### config.mk
export PLATFORM = sky130hd
export DESIGN_NAME = bs_4_mux21
export DESIGN_NICKNAME = d
export VERILOG_FILES = /design/src/rtl/bs_4_mux21.sv
export SDC_FILE = /design/constraint.sdc
export NUM_CORES = 1
export LEC_CHECK = 0
export BUFFER_PORTS_ARGS = -buffer_cell sky130_fd_sc_hd__buf_4
export CAP_MARGIN = 20
export CELL_PAD_IN_SITES_DETAIL_PLACEMENT = 0
export CELL_PAD_IN_SITES_GLOBAL_PLACEMENT = 1
export CORE_AREA = 10 10 47 49
export CTS_BUF_LIST = sky130_fd_sc_hd__clkbuf_4 sky130_fd_sc_hd__clkbuf_8
export CTS_CLUSTER_SIZE = 16
export DETAILED_ROUTE_END_ITERATION = 6
export DIE_AREA = 0 0 57 59
export HOLD_SLACK_MARGIN = 0.08
export PLACE_DENSITY_LB_ADDON = 0.1
export SETUP_SLACK_MARGIN = 0.1
export SLEW_MARGIN = 15
export SYNTH_ARGS = -nofsm -noshare
export SYNTH_HDL_FRONTEND = slang
export SYNTH_SLANG_ARGS = --single-unit
### constraint.sdc
create_clock -name clk -period 1.93 [get_ports clk]
set_clock_uncertainty 0.2 [all_clocks]
set_input_delay 0.2895 -clock clk [delete_from_list [all_inputs] [get_ports clk]]
set_output_delay 0.2895 -clock clk [all_outputs]
set_load 0.02 [all_outputs]
### src/rtl/bs_4_mux21.sv
// bs_4_mux21: 4-bit 2:1 mux built from per-bit mux cells, with a change-detect pulse.
// Define BS_4_MUX21_REG_OUT_EN to register the data output (one-cycle latency).
`default_nettype none

module bs_4_mux21_cell (
  input  logic i_a,
  input  logic i_b,
  input  logic i_s,
  output logic o_y
);
  assign o_y = (i_a & ~i_s) | (i_b & i_s);
endmodule

module bs_4_mux21 #(
  parameter int WIDTH = 4
) (
  input  logic             clk,
  input  logic             rst_n,
  input  logic             s,
  input  logic [WIDTH-1:0] a,
  input  logic [WIDTH-1:0] b,
  output logic [WIDTH-1:0] data,
  output logic             chg
);

  logic [WIDTH-1:0] w_sel;
  logic [WIDTH-1:0] r_sel_prev;
  logic             r_chg;

  for (genvar gi = 0; gi < WIDTH; gi++) begin : g_bit
    bs_4_mux21_cell u_cell (
      .i_a (a[gi]),
      .i_b (b[gi]),
      .i_s (s),
      .o_y (w_sel[gi])
    );
  end

  always_ff @(posedge clk or negedge rst_n) begin
    if (!rst_n) begin
      r_sel_prev <= '0;
      r_chg      <= 1'b0;
    end else begin
      r_sel_prev <= w_sel;
      r_chg      <= (w_sel != r_sel_prev);
    end
  end

  assign chg = r_chg;

`ifdef BS_4_MUX21_REG_OUT_EN
  // data_q and chg update on the same edge, so chg marks the cycle data_q changes.
  logic [WIDTH-1:0] r_data_q;

  always_ff @(posedge clk or negedge rst_n) begin
    if (!rst_n) begin
      r_data_q <= '0;
    end else begin
      r_data_q <= w_sel;
    end
  end

  assign data = r_data_q;
`else
  assign data = w_sel;
`endif

endmodule

`default_nettype wire

; After elaboration in Yosys (flattened, before gate mapping)
; Cells that the tools add are included.
[word_totals]
regBits = 5
input_bits = 11
out_inout_bits = 5
wordCells = 16
[classes]
n_eq_ne = 1
n_bitwise = 13
[op_table]
columns = op, count
row1 = $and 1x1->1, 8
row2 = $ne 4x4->1, 1
row3 = $or 1x1->1, 4
row4 = $not 1->1, 1

; Longest topological paths before layout
; Gate-level depths: netlist of the first run.
[depth]
depth_word = 4
mapped_depth = 3
ltp_nobuf = 3

; By module
; From an unflattened synthesis of the first run, not the netlist that was laid out.
[hier_totals]
cells_unflattened = 14
area_unflattened_um2 = 226.5
[by_module_without_submodules]
columns = mod, instances, cells_each, area_each_um2, seq_area_each_um2
row1 = bs_4_mux21, 1, 10, 166.4, 125.1
row2 = bs_4_mux21_cell, 4, 1, 15.0, 0.0

; Least setup slack after synthesis of the first run
; No wires, ideal clock.
[synth_path]
path_kind = input -> output
from = input port s
to = output port data[0]
arrival_ps = 782
required_time_ps = 1441
slack_ps = 659
path_stages = 2
path_buffers = 1
cell_sequence = mux2_2 -> buf_4
[synth_between]
elab_chain_cells = 3
elab_cells_between_ends = 4
classes_between = bitwise (4)
[synth_lines]
columns = item, line_no
row1 = start: declaration, 19  ; input logic s,
row2 = $not 1->1, 11  ; assign o_y = (i_a & ~i_s) | (i_b & i_s);
row3 = $and 1x1->1, 11
row4 = $or 1x1->1 *, 11
row5 = end: declaration, 22  ; output logic [WIDTH-1:0] data,
; Every way passes the cells marked *; elsewhere a longest branch is shown, timed or not.

; Worst setup path in the final report of the first run
[layout_path]
from = input port s
to = output port data[3]
; Same word-level chain as after synthesis.

==> results of run 1 <==
-- layout by cell type (no fill, tap or decap) --
| cell type | synthesis | final |
|---|---|---|
| mux2_2 | 4 | 4 |
| dfrtp_1 | 5 | 5 |
| nand4_1 | 1 | 1 |
| buf_4 | 4 | 15 |
| dlygate4sd3_1 | 0 | 1 |
| clkbuf_4 | 0 | 4 |
| xnor2_1 | 4 | 4 |
-- per-layer routing --
metal / vias to the layer above / GRT usage, % / share of wire, %
li1: 90 / - / -
met1: 91 / 3.70 / 39
met2: 16 / 4.96 / 39
met3: 2 / 3.43 / 17
met4: 0 / 8.05 / 4.4
met5: - / 0 / 0
-- state kept, by name (all words and copies together), names as in the netlist --
register    cells
chg             1
r_sel_prev      4
-- final cells by class --
class | instances | area [µm²] | area share [%]
flip-flops and latches | 5 | 125 | 32.6
repair buffers | 16 | 123 | 31.9
multi-input cells | 9 | 86.3 | 22.5
clock buffers | 4 | 30.0 | 7.82
well taps | 16 | 20.0 | 5.21
-- cell families after synthesis --
logic type,Yosys count,synth area share [%]
XOR/XNOR,4,14.5
buffers and inverters,4,12.4
flip-flops,5,51.8
multiplexers,4,18.7
AND/OR/NAND/NOR,1,2.59
-- stage by stage --
step           instances  instance area [µm²]  utilization [%]  setup WS (ns)  hold slack, ns
6_report              50                  384             27.4          0.504           0.139
2_1_floorplan         18                  241                -          0.659          -0.206
3_3_place_gp          45                  344             24.6          0.508          -0.108
3_5_place_dp          45                  344             24.6          0.499          -0.105
5_1_grt               50                  384             27.4          0.481           0.128
4_1_cts               50                  384             27.4          0.497           0.134
-- power groups by stage --
| stage | Sequential [mW] | Combinational, mW | Clock (mW) |
|---|---|---|---|
| 3_5_place_dp | 0.118 | 0.0684 | 0 |
| 6_report | 0.116 | 0.0683 | 0.132 |
| 5_1_grt | 0.117 | 0.0750 | 0.148 |
| 2_1_floorplan | 0.120 | 0.0401 | 0 |
| 4_1_cts | 0.116 | 0.0703 | 0.138 |
| 3_3_place_gp | 0.118 | 0.0670 | 0 |
-- worst max-delay path, stage by stage --
cell	delay (ns)
buf_4	0.11
mux2_2	0.37
buf_4	0.17
-- worst min-delay path by stage --
| stage | startpoint | endpoint | slack (ns) | cells after the start |
|---|---|---|---|---|
| detailed placement | rst_n | chg | -0.11 | 1 |
| finish | a[2] | r_sel_prev[2] | 0.14 | 2 |
| floorplan | rst_n | chg | -0.21 | 0 |
| CTS | a[2] | r_sel_prev[2] | 0.13 | 2 |
| global placement | rst_n | chg | -0.11 | 1 |
| global route | a[2] | r_sel_prev[2] | 0.13 | 2 |
==> run metrics, run 1 <==
most frequent cells after synthesis dfrtp_1 (5), buf_4 (4), mux2_2 (4), xnor2_1 (4), nand4_1 (1); leak pwr about 0.17 nW; CTS Buf Count 3; switching portion of total power a little under a quarter; Power Dens Cells a little over 800 mW/mm²; Arrival @ worst endpoint 0.94 ns; Setup Viol. Count Final 0; Crit Path Category in -> out; Die ar. approximately 0.0034 mm²; ratio of final minimum period to clock period 73.9%; antenna violations before repair 0; H-tree levels 1; drt drc 0; I/O pins 16; Congestion Overflow GR 0; root buffer cell clkbuf_4; CP Launch Type input port; CTS hold repair buffers 1; Worst-Margin Slew ~0.14 ns; final total power around 0.32 mW; Yosys top cell area share between 50% and 60%; Final TNS setup 0 ns; Core Region around 0.0014 mm²; reg2reg setup slack roughly 0.97 ns; synth unique cells 5; area leader, netlist dfrtp_1; post-layout min period around 1.4 ns; cell with the most instances after synthesis dfrtp_1; Worst Setup End Kind primary output; capturing point of the worst reg2reg path chg; Mapped Area 241 µm²; Setup crit start s; count of input and output buffers 15; P_sw just over 0.07 mW; DR iter-0 viols 0; Post-synth ARST share 100%; final net count 46; post-CTS setup repair buffer count 0; Tightest Hold Check Type in -> reg; worst-case clock buffer depth 2; Mapped Nets 29; RSZ-0062 raised after global routing no; Int Pwr about 0.24 mW; Max-slew headroom 90.7%; Die Wd roughly 57 µm; post_cts resized 0; Yosys reg bits 5; FP Rows 14; area delta synth->final 59.1%; mean routed wirelength per cell ~12 µm; Via density 3.98; post-synthesis sequential area ratio between 50% and 60%; status complete, no violations; Syn. warnings 0; Max Freq ~0.70 GHz; top area cells in the synthesized netlist dfrtp_1 (52%), mux2_2 (19%), xnor2_1 (15%), buf_4 (12%), nand4_1 (2.6%); Final Max Tran Viols 0; largest net degree at the start of global routing 6; via count ~200; fill count roughly 170; worst setup path end data[3]; Logic pwr share 21.6%; Worst-Skew Late Latency ~0.24 ns; Sequential Power Share ~37%; CTS tree built; Starting Density 17.2%; Post-synth EDFFs 0; Worst-path clk slew roughly 0.04 ns; CTS Sinks 5; Routed WL 609 µm; Die Span Y a little under 60 µm; RD Place Congestion between 0.5 and 0.6; number of global-route vias before repair 263; drt pass-1 iters 1; syn avg cell area 13.4 µm²; Global Route Usage Sum roughly 4.5%; number of diodes 0; CP required approximately 1.4 ns; Worst VDD drop 0.000229 V; max_cap viols 0; share of post-route cells with drive strength above 1 between 60% and 70%; final hold vios 0; Clk pwr share 41.6%; worst-path maximum fanout 4; R2R cell count 2; reg2reg start r_sel_prev[0]; Most used DFF post-synth dfrtp_1; first-pass GRT wire length around 1.0 mm; Antenna Nets Post-Route 0; Cells after Synth 18
Power figures use the tool's default switching activity.
==> run 2: changes to the inputs <==
clock period = 1.38 ns   (was 1.93 ns; I/O delays follow)
==> run 2 against run 1 <==
Compared with the run above: via count decreased by 2.5%; clock power increased by 39%; clock-buffer cell count unchanged.
==> run metrics, run 2 (same netlist as run 1, synthesis figures left out) <==
status complete, no violations (unchanged); most common cell after layout, fill and taps aside buf_4 (unchanged); Worst-Margin Slew 0.142 ns (was 0.139 ns); Worst-path clk slew 0.04 ns (about the same); RSZ-0062 raised after global routing no (unchanged); Final TNS setup 0 ns (unchanged); Multi-input gate area 90.1 µm² (was 86.3 µm²); Die ar. 0.00336 mm² (unchanged); Final Max Tran Viols 0 (unchanged); Worst-Skew Late Latency 0.24 ns (about the same); Register Area 125 µm² (unchanged); first-pass GRT wire length 1.06 mm (was 1.05 mm); Worst Setup End Kind primary output (unchanged); max reg flops 4 (unchanged); final hold vios 0 (unchanged); most frequent cells in the layout buf_4 (15), dfrtp_1 (5), xnor2_1 (4), clkbuf_4 (4), mux2_2 (3) (was buf_4 (15), dfrtp_1 (5), mux2_2 (4), xnor2_1 (4), clkbuf_4 (4)); CTS Sinks 5 (unchanged); area delta synth->final 60.6% (was 59.1%); CTS hold repair buffers 1 (unchanged); Logic pwr share 21.8% (was 21.6%); crit-path cells buf_4 > mux2_2 > buf_4 (unchanged); Max Freq 0.794 GHz; Core Region 0.00140 mm² (unchanged); Global Route Usage Sum 4.42% (was 4.46%); Die Wd 57 µm (unchanged); antenna violations before repair 0 (unchanged); CTS Buf Count 3 (unchanged); FP Rows 14 (unchanged); Sequential Power Share 36.8% (about the same); Starting Density 17.2% (unchanged); final core occ 27.7% (was 27.4%); RD Place Congestion 0.544 (was 0.571); Clk pwr share 41.4% (was 41.6%); Most flops, register r_sel_prev (unchanged); Tightest Hold Check Type in -> reg (unchanged); P_sw 0.101 mW (was 0.0721 mW); Setup Viol. Count Final 0 (unchanged); share of post-route cells with drive strength above 1 67.6% (unchanged); drt drc 0 (unchanged); switching portion of total power 22.7% (was 22.8%); post-layout min period about 1.3 ns; Crit Path Category in -> out (unchanged); worst-path maximum fanout 4 (unchanged); count of input and output buffers 15 (unchanged); Die Span Y 59 µm (unchanged); CP dominant cell by count buf_4 (unchanged); Routed WL 592 µm (was 609 µm); worst-case clock buffer depth 2 (unchanged); Worst VDD drop 0.000271 V (was 0.000229 V); CTS tree built (unchanged); DR iter-0 viols 0 (unchanged); I/O pins 16 (unchanged); Via density 3.88 (was 3.98); Power Dens Cells 1140 mW/mm² (was 823 mW/mm²); drt pass-1 iters 1 (unchanged); root buffer cell clkbuf_4 (unchanged); ratio of final minimum period to clock period roughly nine tenths; Int Pwr 0.342 mW (was 0.244 mW); post-CTS setup repair buffer count 0 (unchanged); fill count 159 (was 167); final net count 46 (unchanged); largest net degree at the start of global routing 6 (unchanged); H-tree levels 1 (unchanged); mean routed wirelength per cell 11.8 µm (was 12.2 µm); CP required 0.97 ns (was 1.44 ns); max_cap viols 0 (unchanged); via count 194 (was 199); Arrival @ worst endpoint 0.85 ns (was 0.94 ns); Max stage delay on crit path 0.37 ns (about the same); number of global-route vias before repair 254 (was 263); number of diodes 0 (unchanged); Congestion Overflow GR 0 (unchanged); CP Launch Type input port (unchanged); Antenna Nets Post-Route 0 (unchanged); Critical-path top delay cell mux2_2 (unchanged); leak pwr 0.179 nW (was 0.174 nW); Max-slew headroom 90.5% (was 90.7%)
## run 2: what timing repair did
action                                 4_1_cts  5_1_grt
endpoints found under the hold margin        9        4
resized for setup                            0        1
setup endpoints to repair                    0        1
## run 2: metal layers
| metal | wire length [µm] | GRT usage [%] |
|---|---|---|
| met2 | 225 | 4.96 |
| met1 | 247 | 4.18 |
| met4 | 27 | 7.05 |
| met3 | 91 | 3.00 |
| met5 | 0 | 0 |
## run 2: power groups by stage
stage	registers, mW	clock network (mW)	logic, mW
2_1_floorplan	0.167	0	0.0561
3_3_place_gp	0.165	0	0.0937
3_5_place_dp	0.165	0	0.0951
4_1_cts	0.163	0.192	0.0978
5_1_grt	0.164	0.209	0.106
6_report	0.163	0.183	0.0966
## run 2: metrics by stage
stage	hold WS (ns)	setup slack (ns)	cells	power [mW]	area (µm²)
after global routing	0.0312	0.101	50	0.479	388
after detailed placement	-0.189	0.0827	45	0.260	344
after floorplan	-0.289	0.274	18	0.223	241
final	0.0363	0.121	50	0.443	388
after global placement	-0.190	0.102	45	0.259	344
after CTS	0.0524	0.113	50	0.452	384
## run 2: cell type report
class                           instances  area share [%]
Sequential cell                         5            32.3
Multi-Input combinational cell          9            23.2
Clock buffer                            4            7.74
Timing Repair Buffer                   16            31.6
Tap cell                               16            5.16
## run 2: critical path: cells and delay by family
kind     cells  cell delay (ns)
buf+inv      2             0.28
mux          1             0.37
## run 2: path summary, 6_finish.rpt
path	startpoint	to	slack [ns]	depth (start not counted)
worst min-delay path	a[3]	r_sel_prev[3]	0.04	2
max in group asynchronous	rst_n	r_sel_prev[2]	0.76	2
min in group asynchronous	rst_n	chg	0.11	2
worst min register to register	r_sel_prev[3]	chg	0.30	2
worst max register to register	r_sel_prev[0]	chg	0.41	2
worst max-delay path	s	data[2]	0.12	3
